===== src/rtl/mem_rmw_ctrl.sv =====
// mem_rmw_ctrl: byte/half/word load-store controller for a word-wide memory.
// Sub-word stores are done as read-modify-write. Loads are lane-extracted
// and then sign- or zero-extended.
//
// Ports:
//   Clk, Reset        clock and synchronous active-high reset
//   Start             request strobe; it is sampled only in IDLE
//   Write             1 = store, 0 = load
//   Size              00 word, 01 half, 10 byte, 11 word
//   Unsigned          for loads, 1 = zero-extend, 0 = sign-extend
//   Addr, WrData      byte address and right-aligned store data
//   MemDataOut        word read back from memory, valid READ_WAIT cycles after MemAddr
//   MemAddr           word-aligned address, held from cycle 1 until the next accepted Start
//   MemWr, MemDataIn  one-cycle write strobe and the registered write word
//   RdData            extended load result, held until the next completed load
//   Busy, Done        busy flag and one-cycle completion pulse
//   AddrErr           misalignment flag, held until the next accepted Start
module mem_rmw_ctrl #(
  parameter int READ_WAIT = 2
) (
  input  logic        Clk,
  input  logic        Reset,
  input  logic        Start,
  input  logic        Write,
  input  logic [1:0]  Size,
  input  logic        Unsigned,
  input  logic [31:0] Addr,
  input  logic [31:0] WrData,
  input  logic [31:0] MemDataOut,
  output logic [31:0] MemAddr,
  output logic        MemWr,
  output logic [31:0] MemDataIn,
  output logic [31:0] RdData,
  output logic        Busy,
  output logic        Done,
  output logic        AddrErr
);

  typedef enum logic [2:0] {IDLE, RD_WAIT, CAPTURE, WRITE, DONE} state_e;

  state_e      state_q, state_d;
  logic [31:0] mem_addr_q, mem_din_q, rd_data_q;
  logic [15:0] wdata_q;
  logic [1:0]  lane_q;
  logic        byte_q, half_q, write_q, uns_q, addr_err_q;
  logic [3:0]  cnt_q;

  // Decode of the incoming request. Size 11 falls through to word.
  logic is_byte, is_half, is_word, misaligned, accept;
  assign is_byte    = (Size == 2'b10);
  assign is_half    = (Size == 2'b01);
  assign is_word    = !is_byte && !is_half;
  assign misaligned = (is_half && Addr[0]) || (is_word && (Addr[1:0] != 2'b00));
  assign accept     = (state_q == IDLE) && Start;

  // Next state
  always_comb begin
    state_d = state_q;
    unique case (state_q)
      IDLE: if (Start) begin
        if (misaligned)           state_d = DONE;
        else if (Write && is_word) state_d = WRITE;
        else                      state_d = RD_WAIT;
      end
      RD_WAIT: if (cnt_q == 4'(READ_WAIT)) state_d = CAPTURE;
      CAPTURE: state_d = write_q ? WRITE : DONE;
      WRITE:   state_d = DONE;
      DONE:    state_d = IDLE;
      default: state_d = IDLE;
    endcase
  end

  always_ff @(posedge Clk) begin
    if (Reset) state_q <= IDLE;
    else       state_q <= state_d;
  end

  // Lane extraction for loads and lane merge for stores, both working on
  // the word read from memory.
  logic [7:0]  byte_sel;
  logic [15:0] half_sel;
  logic [31:0] load_d, merged_d;
  assign byte_sel = MemDataOut[{lane_q, 3'b000} +: 8];
  assign half_sel = MemDataOut[{lane_q[1], 4'b0000} +: 16];

  always_comb begin
    load_d = MemDataOut;
    if (byte_q)      load_d = {{24{!uns_q && byte_sel[7]}}, byte_sel};
    else if (half_q) load_d = {{16{!uns_q && half_sel[15]}}, half_sel};
  end

  always_comb begin
    merged_d = MemDataOut;
    if (half_q) merged_d[{lane_q[1], 4'b0000} +: 16] = wdata_q;
    else        merged_d[{lane_q, 3'b000} +: 8]      = wdata_q[7:0];
  end

  // Datapath registers
  always_ff @(posedge Clk) begin
    if (Reset) begin
      mem_addr_q <= '0;
      mem_din_q  <= '0;
      rd_data_q  <= '0;
      wdata_q    <= '0;
      lane_q     <= '0;
      byte_q     <= 1'b0;
      half_q     <= 1'b0;
      write_q    <= 1'b0;
      uns_q      <= 1'b0;
      addr_err_q <= 1'b0;
      cnt_q      <= '0;
    end else begin
      if (accept) begin
        mem_addr_q <= {Addr[31:2], 2'b00};
        lane_q     <= Addr[1:0];
        wdata_q    <= WrData[15:0];
        byte_q     <= is_byte;
        half_q     <= is_half;
        write_q    <= Write;
        uns_q      <= Unsigned;
        addr_err_q <= misaligned;
        cnt_q      <= 4'd1;
        // A word store writes straight away, so load the write word now.
        if (Write && is_word && !misaligned) mem_din_q <= WrData;
      end
      if (state_q == RD_WAIT) cnt_q <= cnt_q + 4'd1;
      if (state_q == CAPTURE) begin
        if (write_q) mem_din_q <= merged_d;
        else         rd_data_q <= load_d;
      end
    end
  end

  assign MemAddr   = mem_addr_q;
  assign MemDataIn = mem_din_q;
  assign RdData    = rd_data_q;
  assign AddrErr   = addr_err_q;
  assign MemWr     = (state_q == WRITE);
  assign Done      = (state_q == DONE);
  assign Busy      = (state_q != IDLE);

endmodule


===== config.mk =====
export PLATFORM = sky130hd
export DESIGN_NAME = mem_rmw_ctrl
export DESIGN_NICKNAME = d
export VERILOG_FILES = /design/src/rtl/mem_rmw_ctrl.sv
export SDC_FILE = /design/constraint.sdc
export NUM_CORES = 1
export LEC_CHECK = 0
export CORE_ASPECT_RATIO = 1.1
export CORE_UTILIZATION = 23
export DETAILED_ROUTE_END_ITERATION = 10
export MAX_ROUTING_LAYER = met4
export PLACE_DENSITY = 0.46
export SLEW_MARGIN = 20
export SYNTH_ARGS = -nofsm -noshare
export SYNTH_HDL_FRONTEND = slang
export SYNTH_SLANG_ARGS = --single-unit

===== constraint.sdc =====
create_clock -name Clk -period 2.75 [get_ports Clk]
set_input_delay 0.55 -clock Clk [delete_from_list [all_inputs] [get_ports Clk]]
set_output_delay 0.55 -clock Clk [all_outputs]
set_load 0.03 [all_outputs]

== Word-level counts from Yosys, hierarchy flattened ==
Index checks and enable logic that the tools add are counted.

* Bits of input ports: 103
* Output and inout bits: 100
* Register bits after elaboration: 124
* Logic and storage cells: 67

* Shift-type cells: 6
* Equal/unequal tests: 9
* Add/subtract/negate cells: 3
* Reductions and logical operators: 19
* Bitwise logic cells: 1
* Mux-type cells: 17

{| class="wikitable"
|+ Operators by type and width
! cell !! number
|-
| $mux 32 || 7
|-
| $bwmux 32 || 2
|-
| $shift 16x7->32 const A || 1
|-
| $shift 8x7->32 const A || 1
|-
| $shiftx 16x7->32 || 1
|-
| $shiftx 32x6->16 || 1
|-
| $shiftx 32x6->8 || 1
|-
| $shiftx 8x7->32 || 1
|-
| $neg 5->7 || 2
|-
| $mux 3 || 4
|-
| $pmux 3 s4 || 1
|-
| $logic_and 1x1->1 || 8
|-
| $mux 4 || 2
|-
| $eq 3x2->1 const B || 2
|-
| $add 4x1->4 const B || 1
|-
| $eq 4x2->1 const B || 1
|-
| $logic_not 1->1 || 4
|-
| $ne 2x2->1 const B || 2
|-
| $reduce_and 2->1 || 2
|-
| $reduce_bool 2->1 || 2
|-
| $eq 3x1->1 const B || 1
|-
| $eq 3x3->1 const B || 1
|-
| $logic_not 3->1 || 1
|-
| $reduce_bool 3->1 || 1
|-
| 5 further kinds || 5
|}

== Logic depth before layout (Yosys ltp) ==
* Depth after elaboration: 11
* Depth in mapped cells: 10
* Mapped depth without buffers: 6

== Worst setup path before layout ==
Ideal clock, no wire load.

* Path kind: register -> register
* From: register lane_q[1]
* To: register mem_din_q[10], in the netlist MemDataIn[10]
* Buffers on the path: 4
* Stages on the path, launching flop included: 11
* Data required time: 2655 ps
* Setup time: 95 ps
* Path slack: 592 ps
* Arrival time: 2063 ps
* Period minus slack after synthesis: 2158 ps
* Cells stage by stage: dfxtp_1 > buf_2 > buf_2 > buf_6 > inv_1 > ha_1 > nor3_1 > and4_1 > clkbuf_1 > nand2_1 > a221oi_1

* Longest elaborated chain between the ends: 6
* Elaborated cells on any way between the ends: 11
* Classes of those cells: 2 x add/sub; 4 x shift; 5 x mux

{| class="wikitable"
|+ Ends and longest elaborated chain
! what !! line !! RTL
|-
| from (decl) || 44 || <nowiki>logic [1:0] lane_q;</nowiki>
|-
| from (signal assigned) || 115 || <nowiki>lane_q <= Addr[1:0];</nowiki>
|-
| $neg 5->7 (on tied branches) || 94, 95 ||
|-
| $shiftx 16x7->32, or another cell as far along || 94 || <nowiki>if (half_q) merged_d[{lane_q[1], 4'b0000} +: 16] = wdata_q;</nowiki>
|-
| $bwmux 32 (on tied branches) || 94, 95 ||
|-
| $mux 32 (*) || 94 ||
|-
| $mux 32 (*) || 128 || <nowiki>if (write_q) mem_din_q <= merged_d;</nowiki>
|-
| $mux 32 (*) || 127 || <nowiki>if (state_q == CAPTURE) begin</nowiki>
|-
| to (signal assigned) || 124 || <nowiki>if (Write && is_word && !misaligned) mem_din_q <= WrData;</nowiki>
|-
| to (signal assigned) || 128 ||
|-
| to (decl) || 42 || <nowiki>logic [31:0] mem_addr_q, mem_din_q, rd_data_q;</nowiki>
|}

Mark *: on every way between the ends. The rest lies on a longest branch, timed or not.
A chain may end at the register's enable or synchronous reset.

== Worst setup path after layout ==
* From: register state_q[2]
* To: output port Busy

* Longest elaborated chain between the ends: 1

{| class="wikitable"
|+ Ends and longest elaborated chain
! what !! line !! RTL
|-
| from (decl) || 41 || <nowiki>state_e state_q, state_d;</nowiki>
|-
| from (signal assigned) || 75 || <nowiki>else state_q <= state_d;</nowiki>
|-
| $reduce_bool 3->1 || 140 || <nowiki>assign Busy = (state_q != IDLE);</nowiki>
|-
| to (decl) || 34 || <nowiki>output logic Busy,</nowiki>
|}

No other way between the ends.

==> qor.txt <==
run status: finished clean
vias in the first global route: 6274
Clk Latency, worst-skew pair: 420 ps
CTS tree: yes
Synth warnings: 0
Initial Util: 23.43%
CP max-delay cell: clkdlybuf4s50_1
nets: 1037
flop-to-flop setup slack: 650 ps
Boundary Pins: 203
fill cell count: 2878
Syn Std Cell Area: 6511 µm²
die area: 28990 µm²
Worst R2R Start: lane_q[1]$_SDFFE_PP0N_
Tot GR Track Use: 18.01%
RSZ-0062 raised after global routing: no
fin area: 9453 µm²
CTS H-Tree Depth: 4
post-cts resize count: 0
routed len/inst: 19.17 µm
clk sink count: 124
dpl cell area: 8861 µm²
Worst setup EP type: output pin
Core Region: 27790 µm²
Placer Congestion: 0.8092
critical-path cell list: or3_1 > clkdlybuf4s50_1
initial antenna violation count: 1
register area: 2485 µm²
CP Launch Type: register
Reg clk slew, reported paths: 70 ps
met1 Use GR: 22.38%
f_max: 389.4 MHz
post-synthesis async set-or-reset flop share: 0%
grt met3 use: 4.464%
Placement Setup Slack: 65.90 ps
WS Path Type: register to output pin
Hold Buf Count CTS: 0
layout cell share with drive strength beyond 1: 12.26%
sequential area share after synthesis: 38.12%
worst clock skew: 12.28 ps
vias: 6272
root buffer cell: clkbuf_16
Hold Crit Start: MemAddr[23]$_SDFFE_PP0N_
max cap viols: 0
drt first pass iters: 5
DRT iter0 DRCs: 414
Longest Clk Path Bufs: 2
post-CTS repair timing setup buffer count: 0
Slew Limit Fails: 0
Placed Cells: 1269
worst flop-to-flop path endpoint: MemDataIn[1]$_SDFF_PP0_
cell depth of the worst flop-to-flop path: 6
syn_area_per_cell: 8.624 µm²
post-route ant nets: 0
worst-path maximum fanout: 11
Die Wd: 162.4 µm
Main synth FF type: dfxtp_1
Setup-failing EPs final: 0
Post-synth EDFFs: 0
area taken by multi-input logic gates: 3662 µm²
Layout area overhead: 45.18%
setup TNS: 0 ps
minimum clock period: 2568 ps
row cnt: 64
final cell count without fillers: 1302
hold endpoint: MemAddr[23]$_SDFFE_PP0N_
post-synthesis register bit count: 124
largest net degree at the start of global routing: 58
CP Data Arrival Time: 2020 ps
first-pass GRT wire length: 38.00 mm
grt ovf: 0
Vias/cell: 4.817
worst vdd ir: 0.3847 mV
met2 Use GR: 29.06%
DRC: 0
HPWL after DPL: 18.12 mm
Top Usage Layer GRT: met2
CTS buffer count: 17
Distinct cells, synth: 45
worst setup margin: 182.0 ps
WP data required: 2200 ps
Die Ht: 178.5 µm
HP Class: register to register
Port Buffers: 200
PD cells: 747.8 nW/µm²
WHS Path Cells: 2
Detailed Route WL: 24.95 mm
Post-Synthesis Cells: 755
Final Power: 7.069 mW
Worst Max-Slew Pin Slew: 666.7 ps
relative slew slack: 55.55%
final hold vios: 0
CP max stage delay: 700 ps
Pleak: 3.628 nW
final worst path period share: 93.38%
==> cells in the mapped netlist (all sizes together), types with 11 or more instances <==
| cell type | count | area share (%) |
|---|---|---|
| nand2 | 143 | 8.2 |
| a21o | 16 | 1.8 |
| a21oi | 81 | 6.2 |
| buf | 35 | 3.2 |
| a221oi | 32 | 4.3 |
| mux2 | 35 | 6.1 |
| nor2 | 51 | 2.9 |
| nand2b | 16 | 1.5 |
| nor3 | 11 | 0.85 |
| mux2i | 40 | 6.1 |
| dfxtp | 124 | 38 |
| clkbuf | 37 | 2.2 |
| a211oi | 33 | 3.8 |
==> routing by layer <==
metal	part of all wire (%)	wire [µm]	vias to the layer above
met4	1.2	299	0
met1	45	11170	3028
met5	0	0	-
met3	5.8	1435	23
met2	48	12050	171
li1	-	-	3050
==> critical path, delay by kind of cell (launching register included) <==
| kind | cells | cell delay (ps) |
|---|---|---|
| buffers and inverters | 1 | 700 |
| DFF | 1 | 620 |
| and+or+nand+nor | 1 | 270 |
==> cell type report <==
class                   count  share of cell area [%]
multi-input cells         550                   38.74
flip-flops and latches    124                   26.29
repair buffers            224                   23.59
well taps                 363                   4.805
clock buffers              17                   4.500
clock inverters            15                   1.734
inverters                   8                  0.3177
diodes                      1                 0.02647
==> layout by cell type, fill, tap and decap left out, drive strengths merged, types with 3 or more instances in the layout <==
cell type / instances
mux2: 35
clkinv: 7
mux4: 8
a2bb2oi: 8
nand2: 143
a221oi: 32
nor3b: 10
dfxtp: 124
o21a: 9
o21ai: 3
clkdlybuf4s50: 199
mux2i: 40
a21oi: 81
clkbuf: 17
buf: 25
nand3: 10
ha: 9
a211oi: 33
a21o: 16
a22oi: 8
nor2: 51
nor3: 11
inv: 12
a311o: 8
nand2b: 16
==> metrics by stage <==
step	hold WS, ps	utilization, %
2_1_floorplan	436.3	-
5_1_grt	468.4	34.02
4_1_cts	454.7	34.01
6_report	453.0	34.02
3_5_place_dp	445.5	31.89
3_3_place_gp	441.0	31.89
==> kinds of logic (layout without fill, tap and decap cells) <==
family,after synthesis,in the layout,share of synthesized area (%)
and+or+nand+nor,255,255,17.64
other,1,3,0.05759
adders and majority gates,9,9,1.729
AOI/OAI and AO/OA,200,200,21.27
DFF,124,124,38.12
buffers and inverters,82,264,6.072
xor gates and xnor gates,1,1,0.1345
muxes,83,83,14.97
==> how the worst max path moves through the flow <==
| stage | startpoint | endpoint | slack [ps] | depth (start not counted) |
|---|---|---|---|---|
| 2_1_floorplan | lane_q[1]$_SDFFE_PP0N_ | MemDataIn[10]$_SDFF_PP0_ | 590 | 10 |
| 3_3_place_gp | Size[0] | MemDataIn[12]$_SDFF_PP0_ | 110 | 8 |
| 3_5_place_dp | Size[0] | MemDataIn[18]$_SDFF_PP0_ | 70 | 8 |
| 4_1_cts | state_q[2]$_SDFFE_PP0P_ | Busy | 170 | 2 |
| 5_1_grt | state_q[2]$_SDFFE_PP0P_ | Done | 80 | 2 |
| 6_report | state_q[2]$_SDFFE_PP0P_ | Busy | 180 | 2 |
==> flip-flops by register name, summed over array words and instances, names as in the netlist <==
signal	cells
cnt_q	4
wdata_q	16
MemAddr	30
RdData	32
state_q	3
lane_q	2
byte_q	1
half_q	1
AddrErr	1
MemDataIn	32
write_q	1
uns_q	1
==> where the power goes <==
| group | switching, mW | leakage [nW] | internal, mW |
|---|---|---|---|
| combinational | 1.38 | 2.33 | 1.05 |
| clock | 0.943 | 0.285 | 1.35 |
| sequential | 0.278 | 1.01 | 2.07 |
| total | 2.60 | 3.63 | 4.47 |
No activity file was read; power rests on OpenSTA's default activity.
